===== src/rtl/reduce_sequencer_pkg.sv =====
// Shared encodings for the reduce sequencer: stack/ALU command codes, operator
// codes, sequencing modes, FSM states and the operator-to-ALU mapping.
package reduce_sequencer_pkg;

    localparam int SC_N = 2;
    localparam logic [SC_N-1:0] SC_NONE = 2'd0;
    localparam logic [SC_N-1:0] SC_PUSH = 2'd1;
    localparam logic [SC_N-1:0] SC_POP  = 2'd2;

    localparam int AC_N = 3;
    typedef logic [AC_N-1:0] alu_cmd_t;
    localparam alu_cmd_t AC_ADD  = 3'd0;
    localparam alu_cmd_t AC_SUB  = 3'd1;
    localparam alu_cmd_t AC_MUL  = 3'd2;
    localparam alu_cmd_t AC_DIV  = 3'd3;
    localparam alu_cmd_t AC_AND  = 3'd4;
    localparam alu_cmd_t AC_OR   = 3'd5;
    localparam alu_cmd_t AC_XOR  = 3'd6;
    localparam alu_cmd_t AC_PASS = 3'd7;

    localparam int OP_W = 5;
    typedef logic [OP_W-1:0] op_code_t;
    localparam op_code_t OP_ADD    = 5'd1;
    localparam op_code_t OP_SUB    = 5'd2;
    localparam op_code_t OP_MUL    = 5'd3;
    localparam op_code_t OP_DIV    = 5'd4;
    localparam op_code_t OP_AND    = 5'd5;
    localparam op_code_t OP_OR     = 5'd6;
    localparam op_code_t OP_XOR    = 5'd7;
    localparam op_code_t OP_LPAREN = 5'd16;

    typedef enum logic [1:0] {
        MODE_SINGLE = 2'd0,
        MODE_UNTIL  = 2'd1,
        MODE_DRAIN  = 2'd2,
        MODE_RSVD   = 2'd3
    } mode_e;

    typedef enum logic [2:0] {
        ST_IDLE   = 3'd0,
        ST_CHECK  = 3'd1,
        ST_LOAD_A = 3'd2,
        ST_EXEC   = 3'd3,
        ST_DONE   = 3'd4,
        ST_ERR    = 3'd5
    } state_e;

    // Unknown operators (including parens) fall through to PASS.
    function automatic alu_cmd_t op2alu(input op_code_t op);
        case (op)
            OP_ADD:  return AC_ADD;
            OP_SUB:  return AC_SUB;
            OP_MUL:  return AC_MUL;
            OP_DIV:  return AC_DIV;
            OP_AND:  return AC_AND;
            OP_OR:   return AC_OR;
            OP_XOR:  return AC_XOR;
            default: return AC_PASS;
        endcase
    endfunction

endpackage


===== src/rtl/reduce_sequencer.sv =====
// Multi-cycle reduce sequencer: pops an operator and two operands, runs the
// shared ALU, pushes the result, and repeats according to the latched mode.
module reduce_sequencer
    import reduce_sequencer_pkg::*;
#(
    parameter int DW    = 32,
    parameter int OW    = 5,
    parameter int CNT_N = 4
) (
    input  logic             clk,
    input  logic             rst,
    input  logic             start,
    input  logic [1:0]       mode,
    input  logic [OW-1:0]    inc_op,
    output logic             busy,
    output logic             done,
    output logic             error,
    output logic [CNT_N-1:0] n_reduced,
    input  logic [DW-1:0]    dt_rdata,
    input  logic             dt_empty,
    output logic [DW-1:0]    dt_wdata,
    output logic [SC_N-1:0]  dt_cmd,
    input  logic [OW-1:0]    op_rdata,
    input  logic             op_empty,
    output logic [SC_N-1:0]  op_cmd,
    output logic [DW-1:0]    al_A,
    output logic [DW-1:0]    al_B,
    output logic [AC_N-1:0]  al_cmd,
    input  logic [DW-1:0]    al_C,
    output logic [OW-1:0]    pr_A,
    output logic [OW-1:0]    pr_B,
    input  logic             pr_res
);

    state_e           state_q, state_d;
    mode_e            mode_q, mode_d;
    logic [OW-1:0]    inc_q, inc_d;
    logic [OW-1:0]    op_q, op_d;
    logic [DW-1:0]    b_q, b_d;
    logic [DW-1:0]    al_a_q, al_a_d;
    logic [DW-1:0]    al_b_q, al_b_d;
    alu_cmd_t         al_cmd_q, al_cmd_d;
    logic [CNT_N-1:0] cnt_q, cnt_d;
    logic             stop_chk;

    // Normal-completion conditions at CHECK, ahead of the underflow test.
    assign stop_chk = op_empty
                   || (mode_q == MODE_UNTIL && !pr_res)
                   || (mode_q == MODE_DRAIN && op_rdata == OW'(OP_LPAREN));

    always_ff @(posedge clk) begin
        if (rst) state_q <= ST_IDLE;
        else     state_q <= state_d;
    end

    always_comb begin
        state_d = state_q;
        case (state_q)
            ST_IDLE:   if (start) state_d = ST_CHECK;
            ST_CHECK: begin
                if (stop_chk)      state_d = ST_DONE;
                else if (dt_empty) state_d = ST_ERR;
                else               state_d = ST_LOAD_A;
            end
            ST_LOAD_A: state_d = dt_empty ? ST_ERR : ST_EXEC;
            ST_EXEC:   state_d = (mode_q == MODE_SINGLE) ? ST_DONE : ST_CHECK;
            default:   state_d = ST_IDLE;
        endcase
    end

    always_comb begin
        mode_d   = mode_q;
        inc_d    = inc_q;
        op_d     = op_q;
        b_d      = b_q;
        al_a_d   = al_a_q;
        al_b_d   = al_b_q;
        al_cmd_d = al_cmd_q;
        cnt_d    = cnt_q;
        dt_cmd   = SC_NONE;
        op_cmd   = SC_NONE;
        dt_wdata = '0;
        busy     = (state_q != ST_IDLE);
        done     = (state_q == ST_DONE) || (state_q == ST_ERR);
        error    = (state_q == ST_ERR);
        case (state_q)
            ST_IDLE: begin
                if (start) begin
                    mode_d = (mode == 2'b11) ? MODE_SINGLE : mode_e'(mode);
                    inc_d  = inc_op;
                    cnt_d  = '0;
                end
            end
            ST_CHECK: begin
                if (!stop_chk && !dt_empty) begin
                    op_d   = op_rdata;
                    b_d    = dt_rdata;
                    op_cmd = SC_POP;
                    dt_cmd = SC_POP;
                end
            end
            // ALU operand registers load only here so they hold outside EXEC.
            ST_LOAD_A: begin
                if (!dt_empty) begin
                    al_a_d   = dt_rdata;
                    al_b_d   = b_q;
                    al_cmd_d = op2alu(op_code_t'(op_q));
                    dt_cmd   = SC_POP;
                end
            end
            ST_EXEC: begin
                dt_wdata = al_C;
                dt_cmd   = SC_PUSH;
                if (cnt_q != '1) cnt_d = cnt_q + CNT_N'(1);
            end
            default: ;
        endcase
    end

    always_ff @(posedge clk) begin
        if (rst) begin
            mode_q   <= MODE_SINGLE;
            inc_q    <= '0;
            op_q     <= '0;
            b_q      <= '0;
            al_a_q   <= '0;
            al_b_q   <= '0;
            al_cmd_q <= '0;
            cnt_q    <= '0;
        end else begin
            mode_q   <= mode_d;
            inc_q    <= inc_d;
            op_q     <= op_d;
            b_q      <= b_d;
            al_a_q   <= al_a_d;
            al_b_q   <= al_b_d;
            al_cmd_q <= al_cmd_d;
            cnt_q    <= cnt_d;
        end
    end

    assign n_reduced = cnt_q;
    assign al_A      = al_a_q;
    assign al_B      = al_b_q;
    assign al_cmd    = al_cmd_q;
    assign pr_A      = inc_q;
    assign pr_B      = op_rdata;

endmodule


===== config.mk =====
export PLATFORM = sky130hd
export DESIGN_NAME = reduce_sequencer
export DESIGN_NICKNAME = d
export VERILOG_FILES = /design/src/rtl/reduce_sequencer_pkg.sv /design/src/rtl/reduce_sequencer.sv
export SDC_FILE = /design/constraint.sdc
export NUM_CORES = 1
export LEC_CHECK = 0
export CAP_MARGIN = 30
export CORE_UTILIZATION = 39
export DETAILED_ROUTE_END_ITERATION = 7
export PLACE_DENSITY = 0.85
export SLEW_MARGIN = 20
export SYNTH_ARGS = -nofsm -noshare
export SYNTH_HDL_FRONTEND = slang
export SYNTH_SLANG_ARGS = --single-unit

===== constraint.sdc =====
create_clock -name clk -period 1.6 [get_ports clk]
set_input_delay 0.24 -clock clk [delete_from_list [all_inputs] [get_ports clk]]
set_output_delay 0.24 -clock clk [all_outputs]
set_load 0.1 [all_outputs]

==> results of run 1 <==
-- stage by stage --
step / instances / hold slack, ns / total power [W]
finish: 1014 / 0.2228 / 0.007938
floorplan: 581 / 0.3760 / 0.003584
CTS: 995 / 0.2155 / 0.007662
global route: 1014 / 0.2279 / 0.008128
global placement: 940 / 0.4375 / 0.004052
detailed placement: 940 / 0.4504 / 0.004081
-- cell usage in the layout, fill, tap and decap left out, types with 17 or more instances in the layout --
cell type        synthesis  final
a21oi_1                 75     17
a21oi_2                  0     57
and2_4                   0     33
buf_12                   0    129
buf_4                   10     33
buf_6                    0     21
clkbuf_16                0     25
clkdlybuf4s50_1          0     80
dfxtp_1                118    110
mux2i_1                 37     34
nand2_1                145     92
nand2_4                  0     51
nand2b_1                75     74
-- timing repair --
item | in CTS | in global routing
buffers inserted | 22 | 11
pin swaps | 19 | 107
cloned | 4 | 9
setup endpoints to repair | 140 | 140
gates resized for setup | 48 | 199
-- final cells by class --
class                           instances  area, um^2
Clock inverter                         15       130.1
Fill cell                             511        1587
Timing Repair Buffer                  282        4288
Clock buffer                           17       425.4
Tap cell                              168       210.2
Inverter                                2       7.507
Multi-Input combinational cell        412        3134
Sequential cell                       118        2380
-- how the worst min path moves through the flow --
stage / end / slack (ns) / startpoint
finish: state_q[2] / 0.22 / rst
global placement: al_B[1] / 0.44 / b_q[1]
CTS: state_q[2] / 0.22 / rst
detailed placement: al_B[27] / 0.45 / b_q[27]
global route: state_q[0] / 0.23 / rst
floorplan: al_A[0] / 0.38 / dt_rdata[0]
-- kinds of logic (layout without fill, tap and decap cells) --
group                      after synthesis  count (layout)
AOI/OAI and AO/OA                       87              87
DFF                                    118             118
muxes                                   38              38
buffers and inverters                   51             316
other                                    1               1
and+or+nand+nor                        282             282
adders and majority gates                1               1
xor gates and xnor gates                 3               3
-- layer usage --
| metal | vias up | track usage | wire length (um) |
|---|---|---|---|
| met5 | - | 0 | 0 |
| met4 | 0 | 0.1359 | 1293 |
| met2 | 296 | 0.5317 | 11820 |
| met1 | 2673 | 0.2980 | 8294 |
| met3 | 91 | 0.07623 | 1354 |
| li1 | 2389 | - | - |
-- registers in the layout, indices dropped and copies added (netlist names) --
register and flops:
al_cmd 3, n_reduced 4, al_A 32, mode_q 2, state_q 3, op_q 5
al_B 32, b_q 32, pr_A 5
-- critical path: cells and delay by family (launching register included) --
family | cells | cell delay [ns]
AND/OR/NAND/NOR | 3 | 0.64
flip-flops | 1 | 0.35
AO/OA/AOI/OAI | 1 | 0.34
buffers and inverters | 1 | 0.17
-- where the power goes --
group          internal, W  switching (W)  total, W
Sequential         0.00298      0.0000574   0.00304
Clock              0.00214        0.00155   0.00369
Combinational     0.000562       0.000646   0.00121
==> results.yml, run 1 <==
worst_hold_path:
  min_path_cells: 3
  hold_path.class: "input pin to flop"
global_route:
  grt_pass1_vias: 5358
  grt_overflow: 0
  grt_pass1_wl_mm: 28.25
  grt_max_degree: 89
  antenna_found_initial: 0
  grt_use_total: 0.2862
finish:
  nNetsFinal: 916
  drive_gt1_frac: 0.4835
  fin_area_um2: 10580
  syn2layout_area_growth_pct: 115.4
  fin_util: 0.8695
  num_antenna_cells: 0
worst_setup_path:
  r2r_start: "mode_q[0]"
  crit_type: "flop to output pin"
  worst_setup_path_end_kind: "output pin"
  r2r_slack_ns: -0.38
  path_cells: "nor3b_1 -> a311o_1 -> nor3b_4 -> nand2b_4 -> buf_12"
  critical-path-max-stage-delay_ns: 0.35
  ff2ff_path_depth: 6
  rr_endpoint: "b_q[21]"
  arrival_ns: 1.92
  setup.worst_path.start: "mode_q[0]"
  crit_slowest_cell: "dfxtp_2"
  cp-endpoint: "dt_cmd[1]"
  worstPathRequired_ns: 1.36
  critPathMaxFanout: 4
  crit_path_start_kind: "flop"
clock_network:
  max-clock-path-buffers: 2
  clk_pin_slew_worst_paths_ns: 0.07
  insertion_delay_ns: 0.43
  hold_buffers: 0
  cts_root_buf: "clkbuf_16"
  cts_num_sinks: 118
  cts_tree: "done"
  numCtsBuffers: 17
  htreeDepth: 4
die:
  ios: 202
  core_area_um2: 12160
  fp.dieH_um: 114.2
  die_w_um: 114.2
  die_area_um2: 13040
  initial_core_util: 0.4036
  rows: 40
timing:
  finClkSkew_ns: 0.01293
  min_period_over_period: 1.351
  worst_slack_ns: -0.5623
  final-max-slew-violation-count: 0
  tns_ns: -30.42
  max_freq_mhz: 462.5
  period_needed_ns: 2.162
  setup_viol: 153
  hold_violations: 0
  rsz0062_at_grt: "yes"
synthesis:
  ys_async_sr_fraction: 0
  synthesis.area_um2: 4908
  synth_nets: 664
  synth_top_family_by_area: "simple AND/OR/NAND/NOR gates"
  synth.distinct_cells: 37
  synth_compound_area_frac: 0.09559
  synth-warning-count: 0
  syn_avg_cell_area_um2: 8.448
  synth_top_flop_cell: "dfxtp_1"
  ys_seq_area_frac: 0.4813
  synth_edf_count: 0
  synth_common_cells: "nand2_1 (145), dfxtp_1 (118), a21oi_1 (75), nand2b_1 (75), mux2i_1 (37)"
  synth_top_area_frac: 0.4813
  synth_top_cell_by_area: "dfxtp_1"
  synth_mux_area_frac: 0.07775
  synth-adder-area-share: 0.002549
  synthSimpleGateAreaFrac: 0.2888
  yosysMostFrequentCell: "nand2_1"
  synth.area.top_cells: "dfxtp_1 (48%), nand2_1 (11%), nand2b_1 (9.6%)"
  synth_cells: 581
  ys_ff_latch: 118
  synthXorXnorAreaFrac: 0.005353
outcome:
  status: "complete, but fails checks"
  violations: "setup timing"
detailed_routing:
  drc: 0
  wl_per_cell_um: 22.44
  wl_mm: 22.76
  via_count: 5449
  drt_iter0_markers: 474
  firstDrtPassIters: 5
  ant_nets: 0
  vias_per_cell: 5.374
pwr:
  peakVddDrop_uv: 881.7
  leakage_nw: 4.414
  power.density_nw_per_um2: 750.6
placement:
  pre_cts_ws_ns: -0.6093
  post_dp_cell_area_um2: 8562
  dpl.hpwl_mm: 11.68
  portBuffers: 200
  gp_congestion: 0.8642
job:
  maxCapViolCount: 0
(Power assumes the default switching activity.)
==> run 2: changes to the inputs <==
- CORE_MARGIN: default -> 2
- CORE_UTILIZATION: 39 -> 35
- PLACE_DENSITY: 0.85 -> 0.78
==> run 2 against run 1 <==
Against the previous run:
- the run still ends with setup timing left
- clock power rose by 9.5%
- worst hold slack got worse by 0.11 ns
- sequential cell count did not move
- non-clock buffer count unchanged
- clock skew fell by 0.0051 ns
- cell count grew 1.2%
- sequential share of layout area up 0.53 points
==> results.yml, run 2 (synthesized netlist as in run 1, its figures left out) <==
global_route:
  antenna_found_initial: 0
  grt_overflow: 0
  grt_use_total: 0.2187
  grt_max_degree: 79
  grt_pass1_vias: 4819
  grt_pass1_wl_mm: 25.29
pwr:
  peakVddDrop_uv: 770.6
  power.density_nw_per_um2: 794.0
  switching_share: 0.2400
  clock_power_share: 0.491
  p_switching_w: 0.001974
  power_frac_seq: 0.369
  leakage_nw: 4.048
  p_int_w: 0.006252
  pwr-share-comb: 0.140
clock_network:
  numCtsBuffers: 17
  hold_buffers: 0
  htreeDepth: 4
  clk_pin_slew_worst_paths_ns: 0.05
  cts_num_sinks: 118
  cts_root_buf: "clkbuf_16"
  insertion_delay_ns: 0.41
  max-clock-path-buffers: 2
  cts_tree: "done"
die:
  fp.dieH_um: 122.4
  ios: 202
  die_w_um: 122.4
  rows: 43
  core_area_um2: 13770
  die_area_um2: 14990
  initial_core_util: 0.3564
detailed_routing:
  via_count: 4910
  wl_per_cell_um: 17.27
  vias_per_cell: 4.786
  wl_mm: 17.72
  ant_nets: 0
  firstDrtPassIters: 4
  drt_iter0_markers: 215
  drc: 0
worst_setup_path:
  worstPathRequired_ns: 1.36
  path_cells: "nor3b_1 -> a311o_1 -> nor3b_4 -> buf_12 -> nand2b_4 -> buf_12"
  crit_top_cell: "buf_12"
  crit_type: "flop to output pin"
  critical-path-max-stage-delay_ns: 0.34
  arrival_ns: 1.90
  worst_setup_path_end_kind: "output pin"
  crit_slowest_cell: "dfxtp_2"
  crit_path_start_kind: "flop"
  cpLargestDelayFamily: "simple AND/OR/NAND/NOR gates"
  worst-path-buf-inv: 2
  critPathMaxFanout: 3
finish:
  syn2layout_area_growth_pct: 111.1
  final_cell_mix: "buf_12 (133), dfxtp_1 (109), nand2_1 (106)"
  fin_util: 0.7522
  num_antenna_cells: 0
  drive_gt1_frac: 0.4444
  fillers: 877
  nNetsFinal: 916
  layout_commonest_cell: "buf_12"
  fin_area_um2: 10360
placement:
  portBuffers: 200
  post_dp_cell_area_um2: 8622
  dpl.hpwl_mm: 10.86
  gp_congestion: 0.8128
outcome:
  violations: "setup timing"
  status: "complete, but fails checks"
worst_hold_path:
  hold_path.class: "input pin to flop"
timing:
  worst_slack_ns: -0.5434
  period_needed_ns: 2.143
  max_freq_mhz: 466.6
  setup_viol: 126
  rsz0062_at_grt: "yes"
  final-max-slew-violation-count: 0
  min_period_over_period: 1.340
  hold_violations: 0
  tns_ns: -25.92
  fin_worst_hold_slack_ns: 0.1118
  finClkSkew_ns: 0.007851
job:
  maxCapViolCount: 0
==> run 2: cell types whose count changed in the layout (fill, tap and decap cells not counted), moves of 3 or more <==
cell | previous run | this run
nand2_4 | 51 | 21
nand2_2 | 2 | 18
nand2_1 | 92 | 106
a21oi_1 | 17 | 28
a21oi_2 | 57 | 46
buf_12 | 129 | 133
buf_4 | 33 | 37
buf_6 | 21 | 17
bufinv_16 | 1 | 4
clkinvlp_4 | 4 | 1
mux2i_1 | 34 | 37
mux2i_2 | 3 | 0
==> run 2: stage by stage <==
stage / instances / setup WS (ns) / total power [W]
floorplan: 581 / -0.1952 / 0.003584
global placement: 953 / -0.4871 / 0.004063
detailed placement: 953 / -0.5138 / 0.004074
CTS: 1005 / -0.5705 / 0.008195
global route: 1026 / -0.6065 / 0.008500
finish: 1026 / -0.5434 / 0.008226
==> run 2: worst register-to-register path: stages (launching register included) <==
cell       delay [ns]
dfxtp_2          0.34
nor3b_1          0.14
a311o_1          0.33
nor3b_4          0.26
buf_12           0.14
buf_4            0.10
buf_8            0.11
buf_4            0.12
clkbuf_16        0.14
mux2i_1          0.23
==> run 2: final timing paths <==
kind / depth (start not counted) / startpoint / slack, ns / end
worst max-delay path: 6 / mode_q[0] / -0.54 / dt_cmd[1]
worst min-delay path: 2 / rst / 0.11 / n_reduced[1]
worst min register to register: 2 / b_q[29] / 0.45 / al_B[29]
worst max register to register: 9 / mode_q[0] / -0.38 / b_q[9]
==> run 2: metal layers <==
| metal | up-vias | track usage | wire length (um) |
|---|---|---|---|
| met3 | 32 | 0.06970 | 990 |
| li1 | 2395 | - | - |
| met4 | 0 | 0.07184 | 382 |
| met1 | 2342 | 0.2582 | 7099 |
| met2 | 141 | 0.3753 | 9251 |
| met5 | - | 0 | 0 |
==> run 2: power by group through the flow <==
| stage | clock network, W | logic [W] | registers, W |
|---|---|---|---|
| 2_1_floorplan | 0 | 0.000406 | 0.00318 |
| 3_3_place_gp | 0 | 0.000978 | 0.00309 |
| 3_5_place_dp | 0 | 0.000987 | 0.00309 |
| 4_1_cts | 0.00411 | 0.00105 | 0.00303 |
| 5_1_grt | 0.00426 | 0.00121 | 0.00303 |
| 6_report | 0.00404 | 0.00115 | 0.00303 |
==> run 2: layout make-up <==
cell class                      count  area, um^2  share of cell area
Clock inverter                     11       172.7             0.01667
Tap cell                          180       225.2             0.02174
Timing Repair Buffer              282        4250              0.4103
Multi-Input combinational cell    412        2858              0.2758
Clock buffer                       21       460.4             0.04444
Sequential cell                   118        2386              0.2303
Inverter                            2       7.507           0.0007246
==> run 2: timing repair <==
action / in CTS / in global routing
buffers inserted: 15 / 16
resized for setup: 39 / 143
pin swaps: 10 / 62
setup endpoints to repair: 134 / 136
cloned: 5 / 10
